$ cat config.mk
export PLATFORM = sky130hd
export DESIGN_NAME = pc_fetch_unit
export DESIGN_NICKNAME = d
export VERILOG_FILES = /design/src/rtl/pc_fetch_pkg.sv /design/src/rtl/pc_fetch_unit_hold.sv /design/src/rtl/pc_fetch_unit.sv
export SDC_FILE = /design/constraint.sdc
export NUM_CORES = 1
export LEC_CHECK = 0
export ABC_AREA = 1
export ABC_CLOCK_PERIOD_IN_PS = 3700
export BUFFER_PORTS_ARGS = -buffer_cell sky130_fd_sc_hd__buf_2
export CELL_PAD_IN_SITES_DETAIL_PLACEMENT = 0
export CELL_PAD_IN_SITES_GLOBAL_PLACEMENT = 1
export CORE_ASPECT_RATIO = 0.5
export CORE_MARGIN = 4
export CORE_UTILIZATION = 38
export CTS_BUF_LIST = sky130_fd_sc_hd__clkbuf_8
export CTS_CLUSTER_SIZE = 12
export DETAILED_ROUTE_END_ITERATION = 10
export PLACE_DENSITY = 0.83
export SYNTH_ARGS = -nofsm -noshare
export SYNTH_HDL_FRONTEND = slang
export SYNTH_HIERARCHICAL = 1
export SYNTH_SLANG_ARGS = --single-unit
export TNS_END_PERCENT = 10
$ cat constraint.sdc
create_clock -name clk -period 3.7 [get_ports clk]
set_input_delay 0.185 -clock clk [delete_from_list [all_inputs] [get_ports clk]]
set_output_delay 0.185 -clock clk [all_outputs]
set_load 0.01 [all_outputs]
$ cat src/rtl/pc_fetch_pkg.sv
// -----------------------------------------------------------------------------
// pc_fetch_pkg
// Shared constants for the fetch, decode and jump-control stages.
//   ADDR_W / INSTR_W    : program memory address and instruction widths
//   RESET_PC / NOP_WORD : reset fetch address and bubble instruction
//   OP_*                : opcode constants shared with decode and jump control
//   fetch_act_e         : per-cycle action chosen by the fetch unit
// -----------------------------------------------------------------------------
package pc_fetch_pkg;

    localparam int          ADDR_W   = 16;
    localparam int          INSTR_W  = 32;
    localparam logic [15:0] RESET_PC = 16'h0000;
    localparam logic [31:0] NOP_WORD = 32'h0000_0000;

    // Opcode constants used by decode and jump control.
    localparam logic [5:0] OP_JMP = 6'b011000;
    localparam logic [5:0] OP_RET = 6'b010000;
    localparam logic [5:0] OP_JZ  = 6'b011100;
    localparam logic [5:0] OP_JNZ = 6'b011101;
    localparam logic [5:0] OP_JV  = 6'b011110;
    localparam logic [5:0] OP_JNV = 6'b011111;

    // Action taken by the fetch unit on the next rising edge.
    // Encoded in priority order: reset > redirect > stall > advance.
    typedef enum logic [1:0] {
        ACT_ADVANCE  = 2'd0,
        ACT_STALL    = 2'd1,
        ACT_REDIRECT = 2'd2,
        ACT_RESET    = 2'd3
    } fetch_act_e;

    // True for any opcode that may redirect the fetch stream.
    function automatic logic is_flow_opcode(input logic [5:0] op);
        logic r;
        case (op)
            OP_JMP, OP_RET, OP_JZ, OP_JNZ, OP_JV, OP_JNV: r = 1'b1;
            default:                                      r = 1'b0;
        endcase
        return r;
    endfunction

endpackage

$ cat src/rtl/pc_fetch_unit_hold.sv
// -----------------------------------------------------------------------------
// pc_hold_buffer
// One-entry stall buffer plus the instruction output mux.
// While decode stalls, program memory keeps being read at the next fetch
// address, so the word currently on pm_data would be lost; it is captured on
// the first stall edge and replayed until the stall releases.
// Ports:
//   clk, reset   : clock, synchronous active-high reset
//   capture_i    : current cycle is a stall (no redirect)
//   valid_i      : fetch slot holds a real instruction
//   pm_data_i    : program memory read data
//   hold_v_o     : buffer holds a captured word
//   ins_o        : instruction presented to decode
// -----------------------------------------------------------------------------
module pc_hold_buffer
    import pc_fetch_pkg::*;
#(
    parameter int                 IW       = pc_fetch_pkg::INSTR_W,
    parameter logic [IW-1:0]      NOP_INS  = pc_fetch_pkg::NOP_WORD
) (
    input  logic          clk,
    input  logic          reset,
    input  logic          capture_i,
    input  logic          valid_i,
    input  logic [IW-1:0] pm_data_i,
    output logic          hold_v_o,
    output logic [IW-1:0] ins_o
);

    logic [IW-1:0] hold_q, hold_d;
    logic          hold_v_q, hold_v_d;

    // Next-state: capture once on stall entry, keep while stalled, drop otherwise.
    always_comb begin
        hold_d   = hold_q;
        hold_v_d = hold_v_q;
        if (capture_i) begin
            if (!hold_v_q) begin
                hold_d   = pm_data_i;
                hold_v_d = 1'b1;
            end else begin
                hold_d   = hold_q;
                hold_v_d = 1'b1;
            end
        end else begin
            hold_v_d = 1'b0;
        end
    end

    // Buffer registers with synchronous reset.
    always_ff @(posedge clk) begin
        if (reset) begin
            hold_q   <= {IW{1'b0}};
            hold_v_q <= 1'b0;
        end else begin
            hold_q   <= hold_d;
            hold_v_q <= hold_v_d;
        end
    end

    // Output mux: held word first, then live memory data, else a bubble.
    always_comb begin
        if (hold_v_q) begin
            ins_o = hold_q;
        end else if (valid_i) begin
            ins_o = pm_data_i;
        end else begin
            ins_o = NOP_INS;
        end
    end

    assign hold_v_o = hold_v_q;

endmodule

$ cat src/rtl/pc_fetch_unit.sv
// -----------------------------------------------------------------------------
// pc_fetch_unit
// Program counter and instruction-fetch stage feeding decode.
// Program memory is synchronous: data for pm_addr appears on pm_data one
// cycle later, so addr_q tracks which address the word on pm_data belongs to.
// Ports:
//   clk, reset       : clock, synchronous active-high reset
//   jmp_loc          : redirect target from jump control
//   pc_mux_sel       : redirect request (wins over stall)
//   stall            : decode back-pressure
//   pm_data          : program memory read data
//   pm_addr          : program memory read address (= pc)
//   ins, ins_valid   : instruction to decode and its valid flag
//   current_address  : address of ins
// -----------------------------------------------------------------------------
module pc_fetch_unit
    import pc_fetch_pkg::*;
#(
    parameter int                ADDR_W   = pc_fetch_pkg::ADDR_W,
    parameter int                INSTR_W  = pc_fetch_pkg::INSTR_W,
    parameter logic [ADDR_W-1:0] RESET_PC = pc_fetch_pkg::RESET_PC,
    parameter logic [INSTR_W-1:0] NOP_WORD = pc_fetch_pkg::NOP_WORD
) (
    input  logic               clk,
    input  logic               reset,
    input  logic [ADDR_W-1:0]  jmp_loc,
    input  logic               pc_mux_sel,
    input  logic               stall,
    input  logic [INSTR_W-1:0] pm_data,
    output logic [ADDR_W-1:0]  pm_addr,
    output logic [INSTR_W-1:0] ins,
    output logic               ins_valid,
    output logic [ADDR_W-1:0]  current_address
);

    localparam logic [ADDR_W-1:0] PC_ONE = {{(ADDR_W-1){1'b0}}, 1'b1};

    logic [ADDR_W-1:0] pc_q, pc_d;
    logic [ADDR_W-1:0] addr_q, addr_d;
    logic              valid_q, valid_d;
    fetch_act_e        act_s;
    logic              hold_v_s;

    // Pick this cycle's action in priority order.
    always_comb begin
        act_s = ACT_ADVANCE;
        if (reset) begin
            act_s = ACT_RESET;
        end else if (pc_mux_sel) begin
            act_s = ACT_REDIRECT;
        end else if (stall) begin
            act_s = ACT_STALL;
        end else begin
            act_s = ACT_ADVANCE;
        end
    end

    // Next-state for pc, slot address and slot valid.
    always_comb begin
        pc_d    = pc_q;
        addr_d  = addr_q;
        valid_d = valid_q;
        case (act_s)
            ACT_ADVANCE: begin
                addr_d  = pc_q;
                pc_d    = pc_q + PC_ONE;   // wraps modulo 2^ADDR_W
                valid_d = 1'b1;
            end
            ACT_REDIRECT: begin
                // The slot for the old pc is the wrong path: squash it.
                addr_d  = pc_q;
                pc_d    = jmp_loc;
                valid_d = 1'b0;
            end
            ACT_STALL: begin
                pc_d    = pc_q;
                addr_d  = addr_q;
                valid_d = valid_q;
            end
            ACT_RESET: begin
                pc_d    = RESET_PC;
                addr_d  = RESET_PC;
                valid_d = 1'b0;
            end
            default: begin
                pc_d    = RESET_PC;
                addr_d  = RESET_PC;
                valid_d = 1'b0;
            end
        endcase
    end

    // PC, slot address and valid registers with synchronous reset.
    always_ff @(posedge clk) begin
        if (reset) begin
            pc_q    <= RESET_PC;
            addr_q  <= RESET_PC;
            valid_q <= 1'b0;
        end else begin
            pc_q    <= pc_d;
            addr_q  <= addr_d;
            valid_q <= valid_d;
        end
    end

    pc_hold_buffer #(
        .IW      (INSTR_W),
        .NOP_INS (NOP_WORD)
    ) u_hold (
        .clk       (clk),
        .reset     (reset),
        .capture_i (act_s == ACT_STALL),
        .valid_i   (valid_q),
        .pm_data_i (pm_data),
        .hold_v_o  (hold_v_s),
        .ins_o     (ins)
    );

    assign pm_addr         = pc_q;
    assign current_address = addr_q;
    assign ins_valid       = valid_q;

    // The hold flag is only needed inside the buffer's mux.
    logic unused_s;
    assign unused_s = hold_v_s;

endmodule

======== Word level (Yosys, flattened, before mapping) ========
Cells that the tools add are included.
word-level totals
  word-level logic and storage cells ...... 23
  output and inout port bits .............. 65
  bits of input ports ..................... 52
  flip-flop bits (word level) ............. 66
  memory bits (read-only) ................. 0
  memories kept ........................... 0
  memory bits (writable) .................. 0
  latch bits .............................. 0
cells by class
  reductions and logical operators ........ 4
  shift operators ......................... 0
  add/subtract/negate cells ............... 1
  order comparisons ....................... 0
  bitwise operators ....................... 1
  divide/modulo/power cells ............... 0
  eq/ne operators ......................... 3
  multipliers ............................. 0
  muxes and demuxes ....................... 9
operators with widths
  kind                   number
  $mux 32                2
  $pmux 16 s3            1
  $pmux 16 s2            1
  $add 16x1->16 const B  1
  $eq 2x2->1 const B     2
  $mux 2                 2
  $reduce_or 2->1        2
  $eq 2x1->1 const B     1
  $logic_not 2->1        1
  $mux 1                 2
  $pmux 1 s2             1
  $reduce_and 2->1       1
  $not 1->1              1

======== Longest topological paths before layout ========
  depth after elaboration ................. 6
  mapped depth ............................ 10
  gate-level depth less buffers ........... 8

======== Hierarchy ========
Netlist, hierarchy kept.
by module, submodules not included
  module          cells an instance  times used  area an instance (um^2)  seq. area each (um^2)
  pc_hold_buffer  317                1           1893.1                   660.6
  pc_fetch_unit   245                1           1714.1                   660.6

======== Least setup slack after synthesis ========
No wires, ideal clock.
  path type ............................... register -> register
  start point ............................. register pc_q[1], in the netlist pm_addr[1]
  end point ............................... register pc_q[10], in the netlist pm_addr[10]
  required time ........................... 3.578 ns
  setup time .............................. 0.122 ns
  arrival time ............................ 1.233 ns
  period minus slack after synthesis ...... 1.355 ns
  stages on the path, launching flop included .. 9
  setup slack ............................. 2.345 ns
  path buffers ............................ 0
  cells stage by stage .................... dfxtp_1 ha_1 nand3_2 inv_2 nand2_4 nor2_1 nand2_1 nand3_1 a21oi_2
between the ends
  cells in the longest elaborated chain, start to end .. 2
ends and longest elaborated chain
  element                 line                  text
  start, declared         pc_fetch_unit.sv:38   logic [ADDR_W-1:0] pc_q, pc_d;
  start signal, assigned  pc_fetch_unit.sv:100  pc_q <= pc_d;
  $add 16x1->16           pc_fetch_unit.sv:66   pc_d = pc_q + PC_ONE;
  $pmux 16 s3             pc_fetch_unit.sv:63   case (act_s)
No other way between the ends.
A chain may end at the register's enable or synchronous reset.

======== Worst setup path in the final report ========
  start point ............................. register valid_q, in the netlist ins_valid
  end point ............................... output ins[9]
between the ends
  cells in the longest elaborated chain, start to end .. 2
ends and longest elaborated chain
  element                 line                      text
  start, declared         pc_fetch_unit.sv:40       logic valid_q, valid_d;
  start signal, assigned  pc_fetch_unit.sv:102      valid_q <= valid_d;
  $mux 32                 pc_fetch_unit_hold.sv:65  end else if (valid_i) begin
  $mux 32                 pc_fetch_unit_hold.sv:63  if (hold_v_q) begin
  end, declared           pc_fetch_unit.sv:31       output logic [INSTR_W-1:0] ins,
No other way between the ends.

==> key figures <==
CTS
  – Post-CTS Hold Fix Bufs: 0
  – CTS clk-pin slew, worst paths: 0.08 ns
  – H-tree depth: 3
  – CTS tree: built
  – TritonCTS buffer count: 9
  – Max clock buf depth: 2
  – Clock root cell: clkbuf_8
  – Clock Latency Late Sink: 0.35 ns
  – Post_cts resized: 0
  – Clk sinks: 66
  – Setup bufs post-CTS: 0

Hold path
  – Hold path endpoint: u_hold/hold_v_o
  – Worst Hold Path Cells: 2
  – Worst hold start: reset
  – Worst min-delay path class: input pin to register

Synthesis
  – Leading post-synthesis cells by cell area: dfxtp_1 37%, nand2_1 18%, nand3_1 11%
  – Post-synth cell types: 30
  – Syn nets: 615
  – Post-Synthesis Cells: 562
  – Sequential area share after synthesis: 36.6%
  – Mapped cell area: 3610 um2
  – Most used flip-flop cell after synthesis: dfxtp_1
  – Asr flop ratio synth: 0%
  – YS warnings: 6
  – Yosys reg bits: 66
  – Mean post-synth cell area: 6.42 um2
  – EDFF count, synth: 0
  – Yosys top cell area share: 36.6%
  – Area leader, netlist: dfxtp_1

Timing
  – Relative slew slack: 21.4%
  – Final setup vio count: 0
  – RSZ-0062 raised after global routing: false
  – Fmax achieved: 486 MHz
  – Post-route worst setup slack: 1.64 ns
  – Fin. max-slew vios: 0
  – Period minus WS final: 2.06 ns
  – Final period utilization: 55.7%
  – Worst Tran Pin Value: 1.18 ns
  – Final Hold Fails: 0
  – Layout Skew: 0.00650 ns
  – Setup TNS: 0 ns

Placement
  – Post-DP HPWL: 6430 um
  – GP Congestion: 0.736
  – PortBufs: 116
  – Setup WS pre-CTS: 1.30 ns

Global route
  – Top Usage Layer GRT: met2
  – Vias in the first global route: 3315
  – Initial antenna violation count: 0
  – GRT Total Usage: 16.7%
  – Met2 GRT Util: 28.7%
  – GR Util met3: 4.95%
  – Total grt overflow: 0
  – Global Route met1 Usage: 20.6%
  – Largest net degree at the start of global routing: 65
  – First-pass GRT wire length: 15500 um

Drt
  – DR WL/cell: 12.1 um
  – DRT Wirelength: 9450 um
  – Remaining DRCs: 0
  – Via count: 3607
  – Initial DRC count: 163
  – Routed Antenna Nets: 0
  – DR pass1 iterations: 4
  – Post-DR vias/cell: 4.61

Critical path
  – Slowest-stage cell, CP: dfxtp_1
  – Element type at the critical path end: primary output
  – Critical Path, Cell by Cell: nand3_1 -> nand2_1 -> buf_2
  – Critical Path Source Type: register
  – Reg-to-reg slack, setup: 2.24 ns
  – Worst r2r src: pm_addr[1]
  – FF-to-FF path depth: 8
  – Critical path buffers and inverters: 1
  – Worst r2r dst: pm_addr[6]
  – Maximum fanout along the worst path: 34
  – WS Path Type: register to primary output
  – WP data arrival: 1.87 ns
  – CP Data Required Time: 3.51 ns
  – CP delay by family, top: flip-flops
  – Crit-path max cell delay: 1.11 ns

Layout
  – Layout cells sized above 1: 24.1%
  – Fill cell count: 976
  – Layout area overhead: 22.0%
  – Ant. Diodes: 0
  – Final Net Count: 713

Die
  – Die area: 11200 um2
  – IO Pins: 117
  – Die X: 146 um
  – Core outline area: 8980 um2
  – Die Y: 76.9 um
  – FP Rows: 24
  – Initial core utilization: 40.2%

Power
  – Leak pwr: 2.35 nW
  – Peak VDD IR: 177 uV
  – Pwr Total: 1.82 mW
  – Pwr/cell area: 413 nW/um2

Status
  – Outcome: finished, final reports clean

Run
  – Max-Cap Viols: 0
## synthesized netlist by cell type (3+ instances only)
library cell    n
nand3_1        76
inv_2           4
inv_1          61
o21ai_0        22
a31oi_1         3
clkbuf_1        7
nor2_1         74
o21ai_1         9
dfxtp_1        66
nand2_1       174
xor2_1          4
nor2_4          5
nand2_2         4
nand4_1         3
buf_6           9
a21oi_1         9
o21ai_2         3
buf_2          10
a21oi_2         3
## cell usage in the layout (no fill, tap or decap)
| cell type | count |
|---|---|
| nand2_4 | 1 |
| buf_4 | 2 |
| a22o_1 | 2 |
| nand3_1 | 76 |
| a21oi_1 | 9 |
| clkinv_2 | 1 |
| buf_2 | 116 |
| clkinvlp_4 | 1 |
| dfxtp_1 | 66 |
| inv_2 | 4 |
| nand3_2 | 2 |
| o21ai_2 | 3 |
| a31oi_1 | 3 |
| nand2_2 | 4 |
| a21oi_2 | 3 |
| nand4_1 | 3 |
| nor2_2 | 2 |
| nand2_1 | 174 |
| clkinv_4 | 1 |
| nor2_1 | 74 |
| xor2_1 | 4 |
| xnor2_1 | 1 |
| bufinv_16 | 4 |
| inv_1 | 61 |
| o21ai_1 | 9 |
| clkbuf_8 | 9 |
| ha_1 | 1 |
| o21ai_0 | 22 |
| nor2_8 | 1 |
| inv_4 | 1 |
| nor2_4 | 5 |
## state kept, by name, indices dropped and copies added, names as in the netlist
| name | cells |
|---|---|
| pm_addr | 16 |
| current_address | 16 |
| ins_valid | 1 |
| u_hold/hold_v_o | 1 |
| u_hold/hold_q | 32 |
## logic make-up after synthesis
| family | count (synthesis) | synth area share [%] |
|---|---|---|
| AOI/OAI and AO/OA | 51 | 8.01 |
| xor gates and xnor gates | 5 | 1.21 |
| adders and majority gates | 1 | 0.347 |
| buffers and inverters | 97 | 12.9 |
| DFF | 66 | 36.6 |
| and+or+nand+nor | 342 | 40.9 |
## layer usage
metal / vias up / routed length, um / share of wire (%)
li1: 1939 / - / -
met4: 0 / 85 / 0.90
met3: 8 / 464 / 4.9
met5: - / 0 / 0
met2: 71 / 4410 / 47
met1: 1589 / 4490 / 48
## stage by stage
stage          std cells  util [%]  hold slack [ns]  area (um2)
5_1_grt              782      49.0           0.0824        4400
4_1_cts              782      49.0           0.0688        4400
6_report             782      49.0           0.0783        4400
3_3_place_gp         766      46.0            0.437        4130
3_5_place_dp         766      46.0            0.445        4130
2_1_floorplan        562         -            0.257        3610
## report_power, final
part           switching, mW  leakage, nW  internal (mW)
clock network          0.292        0.129          0.515
logic                  0.135         1.68         0.0898
registers             0.0370        0.540          0.748
total                  0.464         2.35           1.35
## worst max-delay path by stage
stage	from	to	slack [ns]	depth (start not counted)
after CTS	ins_valid	ins[9]	1.57	3
after global placement	pc_mux_sel	u_hold/hold_q[10]	1.37	8
after global routing	ins_valid	ins[3]	1.42	3
final	ins_valid	ins[9]	1.64	3
after floorplan	pm_addr[1]	pm_addr[10]	2.35	8
after detailed placement	pc_mux_sel	u_hold/hold_q[2]	1.30	8
## final cells by class
cell class | instances | area (um2) | area share [%]
well taps | 117 | 146 | 3.33
clock inverters | 7 | 141 | 3.21
repair buffers | 118 | 596 | 13.5
clock buffers | 9 | 124 | 2.82
inverters | 66 | 250 | 5.69
multi-input cells | 399 | 1820 | 41.4
flip-flops and latches | 66 | 1320 | 30.0
(Power assumes the default switching activity.)
